[src/rtl/dma_pkg.sv]
// Shared types and helpers for the DMA stream arbiter slice.
// Imported by the arbiter top and its round-robin picker.
package dma_pkg;

    typedef enum logic {
        ST_IDLE,
        ST_XFER
    } state_t;

    localparam int DMA_DATA_WIDTH = 32;

    function automatic int clog2_min1(input int n);
        return (n <= 2) ? 1 : $clog2(n);
    endfunction

endpackage

[src/rtl/rr_pick.sv]
// Combinational round-robin selector: first request after i_last wins.
// Rotation through a doubled vector handles non-power-of-two N.
module rr_pick
    import dma_pkg::*;
#(
    parameter int N   = 4,
    parameter int IDW = clog2_min1(N)
) (
    input  logic [N-1:0]   i_req,
    input  logic [IDW-1:0] i_last,
    output logic           o_any,
    output logic [IDW-1:0] o_idx
);

    logic [2*N-1:0] w_dbl;
    logic [N-1:0]   w_rot;

    assign w_dbl = {i_req, i_req} >> (int'(i_last) + 1);
    assign w_rot = w_dbl[N-1:0];

    // Lowest rotated bit is closest after i_last; scan down so it wins.
    always_comb begin
        o_any = |w_rot;
        o_idx = '0;
        for (int k = N - 1; k >= 0; k--) begin
            if (w_rot[k]) begin
                o_idx = IDW'((int'(i_last) + 1 + k) % N);
            end
        end
    end

endmodule

[src/rtl/dma_stream_arbiter.sv]
// Packet-granular round-robin arbiter onto one AXI4-Stream channel.
// Grant held from first beat to last; output through a one-entry register.
module dma_stream_arbiter
    import dma_pkg::*;
#(
    parameter int  NUM_SRC    = 4,
    parameter int  DATA_WIDTH = DMA_DATA_WIDTH,
    parameter int  CNT_WIDTH  = 16,
    localparam int IDW        = clog2_min1(NUM_SRC)
) (
    input  logic                          axi_clk,
    input  logic                          axi_reset_n,
    input  logic [NUM_SRC-1:0]            s_axis_valid,
    input  logic [NUM_SRC*DATA_WIDTH-1:0] s_axis_data,
    input  logic [NUM_SRC-1:0]            s_axis_last,
    output logic [NUM_SRC-1:0]            s_axis_ready,
    output logic                          m_axis_valid,
    output logic [DATA_WIDTH-1:0]         m_axis_data,
    output logic                          m_axis_last,
    input  logic                          m_axis_ready,
    output logic                          grant_valid,
    output logic [IDW-1:0]                grant_id,
    output logic [CNT_WIDTH-1:0]          pkt_count
);

    state_t                r_state;
    logic [IDW-1:0]        r_rr_last;
    logic [IDW-1:0]        r_gid;
    logic                  r_gvalid;
    logic                  r_mvalid;
    logic                  r_mlast;
    logic [DATA_WIDTH-1:0] r_mdata;
    logic [CNT_WIDTH-1:0]  r_cnt;

    logic                  w_out_free;
    logic                  w_any;
    logic [IDW-1:0]        w_win;
    logic                  w_sel_valid;
    logic                  w_sel_last;
    logic [DATA_WIDTH-1:0] w_sel_data;
    logic                  w_accept;

    rr_pick #(
        .N   (NUM_SRC),
        .IDW (IDW)
    ) u_pick (
        .i_req  (s_axis_valid),
        .i_last (r_rr_last),
        .o_any  (w_any),
        .o_idx  (w_win)
    );

    assign w_out_free  = !r_mvalid || m_axis_ready;
    assign w_sel_valid = s_axis_valid[r_gid];
    assign w_sel_last  = s_axis_last[r_gid];
    assign w_sel_data  = s_axis_data[int'(r_gid)*DATA_WIDTH +: DATA_WIDTH];
    assign w_accept    = (r_state == ST_XFER) && w_sel_valid && w_out_free;

    // Only the granted source sees ready, and only when the output can take a beat.
    always_comb begin
        s_axis_ready = '0;
        if (r_state == ST_XFER) begin
            s_axis_ready[r_gid] = w_out_free;
        end
    end

    // Arbitration FSM, output pipeline register and packet counter.
    always_ff @(posedge axi_clk or negedge axi_reset_n) begin
        if (!axi_reset_n) begin
            r_state   <= ST_IDLE;
            r_rr_last <= IDW'(NUM_SRC - 1);
            r_gid     <= '0;
            r_gvalid  <= 1'b0;
            r_mvalid  <= 1'b0;
            r_mlast   <= 1'b0;
            r_mdata   <= '0;
            r_cnt     <= '0;
        end else begin
            if (w_accept) begin
                r_mvalid <= 1'b1;
                r_mdata  <= w_sel_data;
                r_mlast  <= w_sel_last;
            end else if (m_axis_ready) begin
                r_mvalid <= 1'b0;
                r_mlast  <= 1'b0;
            end
            unique case (r_state)
                ST_IDLE: begin
                    if (w_any) begin
                        r_gid    <= w_win;
                        r_gvalid <= 1'b1;
                        r_state  <= ST_XFER;
                    end
                end
                ST_XFER: begin
                    if (w_accept && w_sel_last) begin
                        r_rr_last <= r_gid;
                        r_cnt     <= r_cnt + 1'b1;
                        r_gvalid  <= 1'b0;
                        r_state   <= ST_IDLE;
                    end
                end
                default: r_state <= ST_IDLE;
            endcase
        end
    end

    assign m_axis_valid = r_mvalid;
    assign m_axis_data  = r_mdata;
    assign m_axis_last  = r_mlast;
    assign grant_valid  = r_gvalid;
    assign grant_id     = r_gid;
    assign pkt_count    = r_cnt;

endmodule

[config.mk]
export PLATFORM = sky130hd
export DESIGN_NAME = dma_stream_arbiter
export DESIGN_NICKNAME = d
export VERILOG_FILES = /design/src/rtl/dma_pkg.sv /design/src/rtl/rr_pick.sv /design/src/rtl/dma_stream_arbiter.sv
export SDC_FILE = /design/constraint.sdc
export NUM_CORES = 1
export LEC_CHECK = 0
export CAP_MARGIN = 20
export CELL_PAD_IN_SITES_DETAIL_PLACEMENT = 2
export CELL_PAD_IN_SITES_GLOBAL_PLACEMENT = 2
export CORE_MARGIN = 5
export CORE_UTILIZATION = 20
export CTS_CLUSTER_SIZE = 30
export DETAILED_ROUTE_END_ITERATION = 7
export PLACE_DENSITY_LB_ADDON = 0.1
export SLEW_MARGIN = 15
export SYNTH_ARGS = -nofsm -noshare
export SYNTH_HDL_FRONTEND = slang
export SYNTH_SLANG_ARGS = --single-unit
export TNS_END_PERCENT = 10
[constraint.sdc]
create_clock -name axi_clk -period 1.77 [get_ports axi_clk]
set_input_delay 0.354 -clock axi_clk [delete_from_list [all_inputs] [get_ports axi_clk]]
set_output_delay 0.354 -clock axi_clk [all_outputs]
set_load 0.01 [all_outputs]
==> run_results.csv <==
group,metric,value,unit
cts,clkSinkCount,56,
final_layout,multi_input_area,1820,um2
floorplan,dieArea,18500,um2
critical_path,max_stage_delay,0.50,ns
logic_synthesis,synth-xor-area-share,0.0415,
timing,timing.hold.ws,0.0409,ns
detailed_routing,firstDrtPassIters,4,
cts,htree_levels,2,
final_layout,diodes,0,
critical_path,cpMaxStageDelayCell,"mux4_2",
logic_synthesis,yosysUniqueCellTypes,32,
logic_synthesis,synthAdderAreaFrac,0.00395,
cts,cts_root_buf,"clkbuf_16",
floorplan,die_h,136,um
floorplan,initial_core_util,0.202,
logic_synthesis,synthMuxAreaShare,0.376,
critical_path,criticalPathCategory,"reg -> reg",
logic_synthesis,synth_compound_area_frac,0.0158,
outcome,violations,"negative setup slack",
worst_hold_path,hold_class,"in -> async",
placement,hpwl,9760,um
placement,place_inst,636,
critical_path,crit_chain,"buf_4 > mux4_2 > and4_4 > buf_4 > mux2_2",
floorplan,fp.coreArea,15700,um2
global_route,grt_pass1_vias,3325,
power_and_ir_drop,pwr_density_cell,1540,nW/um2
final_layout,fill_cells,1605,
flow_run,drv_cap,0,
global_route,grt_max_degree,57,
timing,timing.final.crit_share,1.02,
final_layout,ff_latch_area,1410,um2
cts,cts_hold_buffers,0,
final_layout,syn2layout_area_growth,87.4,%
timing,setup_violations,30,
logic_synthesis,yosys_warnings,0,
logic_synthesis,synth-simple-area-share,0.0845,
floorplan,rows,46,
floorplan,io-pin-count,196,
detailed_routing,vias,2828,
logic_synthesis,ys_seq_area_frac,0.443,
logic_synthesis,avgSynthCellArea,14.5,um2
placement,postPlaceCellArea,5510,um2
detailed_routing,wl_per_cell,19.1,um
placement,numPortBuffers,195,
critical_path,path_max_fanout,6,
logic_synthesis,synth_top_family_by_area,"multiplexers",
detailed_routing,drt_iter0_drc,79,
detailed_routing,ant_nets,0,
logic_synthesis,syn_nets,359,
timing,worstMarginPinSlew,0.365,ns
critical_path,startpoint_type,"register",
cts,clk_pin_slew_worst_paths,0.07,ns
cts,cts_buffer_depth,2,
final_layout,finalNonFillerCells,649,
detailed_routing,drc,0,
timing,worst_slack,-0.0382,ns
placement,place_congestion,0.678,
final_layout,nNetsFinal,572,
cts,numCtsBuffers,5,
final_layout,final_common_cell,"clkdlybuf4s50_1",
logic_synthesis,synth_cells,219,
critical_path,arrival,2.00,ns
global_route,grt_pass1_wl,18500,um
logic_synthesis,syn_area,3170,um2
timing,drv_slew,0,
detailed_routing,via_per_inst,4.36,
final_layout,layout_common_cells,"clkdlybuf4s50_1, dfrtp_1, mux4_2",
critical_path,cp-end-kind,"register",
timing,max_slew_margin,0.756,
timing,rsz0062_at_grt,"yes",
timing,fin_skew,0.00306,ns
critical_path,worst_path_most_repeated_cell,"buf_4",
outcome,status,"finished, violations left",
global_route,antenna_found_initial,0,
critical_path,critical-path-top-delay-family,"multiplexers",
timing,max_freq,553,MHz
final_layout,final_cell_area,5940,um2
timing,finalHoldViolCount,0,
detailed_routing,drt-total-wl,12400,um
logic_synthesis,ys_seq_elements,56,
timing,min_period,1.81,ns
critical_path,cp_data_required_time,1.96,ns
global_route,grt_overflow_total,0,
power_and_ir_drop,vdd_ir_drop_max,644,uV
cts,clk_latency,0.30,ns
final_layout,drive_above_1_share,0.291,
critical_path,crit_buf_inv,2,
floorplan,dieWidth,136,um
power_and_ir_drop,p_leak,0.00242,uW
cts,cts_tree,"done",
global_route,grt_usage,0.131,
layout make-up:
cell class | count | area share
Timing Repair Buffer | 222 | 0.378
Multi-Input combinational cell | 144 | 0.307
Sequential cell | 56 | 0.237
Tap cell | 216 | 0.0455
Clock buffer | 7 | 0.0257
Clock inverter | 1 | 0.00506
Inverter | 3 | 0.00190
worst register-to-register path, cell delays in order (launching register included):
cell and delay, ns:
dfrtp_2 0.41, buf_4 0.13, mux4_2 0.50, and4_4 0.25
buf_4 0.15, mux2_2 0.26
cells in the mapped netlist, drive strengths merged:
master,number,area [um2]
a21oi,3,15.0
nand4,7,43.8
nand2,8,30.0
xor2,1,8.76
clkbuf,4,15.0
mux2i,2,20.0
buf,12,86.3
ha,1,12.5
inv,3,11.3
mux4,34,766
nor2b,1,6.26
dfstp,2,52.6
and4,2,17.5
a31oi,1,6.26
mux2,36,405
nor4,2,12.5
nor3b,1,7.51
o22ai,1,6.26
dfrtp,54,1350
a31o,1,8.76
o21ai,1,5.00
o221ai,1,8.76
xnor2,14,123
nor2,5,18.8
nand3,9,50.1
and3,7,43.8
and2,2,12.5
nand2b,4,25.0
power breakdown:
part	switching (uW)	internal (uW)	total, uW
registers	373	1850	2230
logic	2170	3550	5720
clock network	478	746	1220
total	3020	6150	9170
registers in the layout (all words and copies together) (netlist names):
| register | cells |
|---|---|
| grant_valid | 1 |
| grant_id | 2 |
| m_axis_valid | 1 |
| m_axis_data | 32 |
| pkt_count | 16 |
| m_axis_last | 1 |
| r_state | 1 |
| r_rr_last | 2 |
final timing paths:
kind                                                start                        end  slack (ns)  cells past startpoint
worst max-delay path              grant_id[0]$_DFFE_PN0P_   pkt_count[1]$_DFFE_PN0P_       -0.04                      5
worst min-delay path                          axi_reset_n    grant_valid$_DFFE_PN0P_        0.04                      2
worst max register to register    grant_id[0]$_DFFE_PN0P_   pkt_count[1]$_DFFE_PN0P_       -0.04                      5
worst min register to register  pkt_count[15]$_DFFE_PN0P_  pkt_count[15]$_DFFE_PN0P_        0.48                      1
max in group asynchronous                     axi_reset_n   r_rr_last[1]$_DFFE_PN1P_        1.43                      2
min in group axi_clk            pkt_count[15]$_DFFE_PN0P_  pkt_count[15]$_DFFE_PN0P_        0.48                      1
per-stage QoR:
stage / TNS, ns / setup WS [ns] / power [uW] / utilization
2_1_floorplan: -0.444 / -0.0156 / 4940 / -
3_3_place_gp: -19.15 / -0.595 / 7100 / 0.350
3_5_place_dp: -20.78 / -0.653 / 7200 / 0.350
4_1_cts: -0.0942 / -0.0152 / 8480 / 0.362
5_1_grt: -2.24 / -0.0925 / 9770 / 0.378
6_report: -0.372 / -0.0382 / 9170 / 0.378
cell families after synthesis:
group,after synthesis
compound gates,8
xor+xnor,15
fa+ha+maj,1
buf+inv,19
flops,56
mux,72
simple gates,48
layer usage:
| layer | up-vias | track usage | share of wire | wire length [um] |
|---|---|---|---|---|
| li1 | 1266 | - | - | - |
| met1 | 1456 | 0.140 | 0.37 | 4600 |
| met2 | 96 | 0.235 | 0.53 | 6580 |
| met3 | 10 | 0.0548 | 0.081 | 997 |
| met4 | 0 | 0.0386 | 0.016 | 202 |
| met5 | - | 0 | 0 | 0 |
timing repair:
item,in CTS,in global routing
hold endpoints to repair,0,0
pin swaps,3,4
buffers inserted,0,2
endpoints found under the setup margin,49,44
gates resized for setup,26,46
gates cloned,0,3
Note: power is estimated with default switching activity, not from simulation.
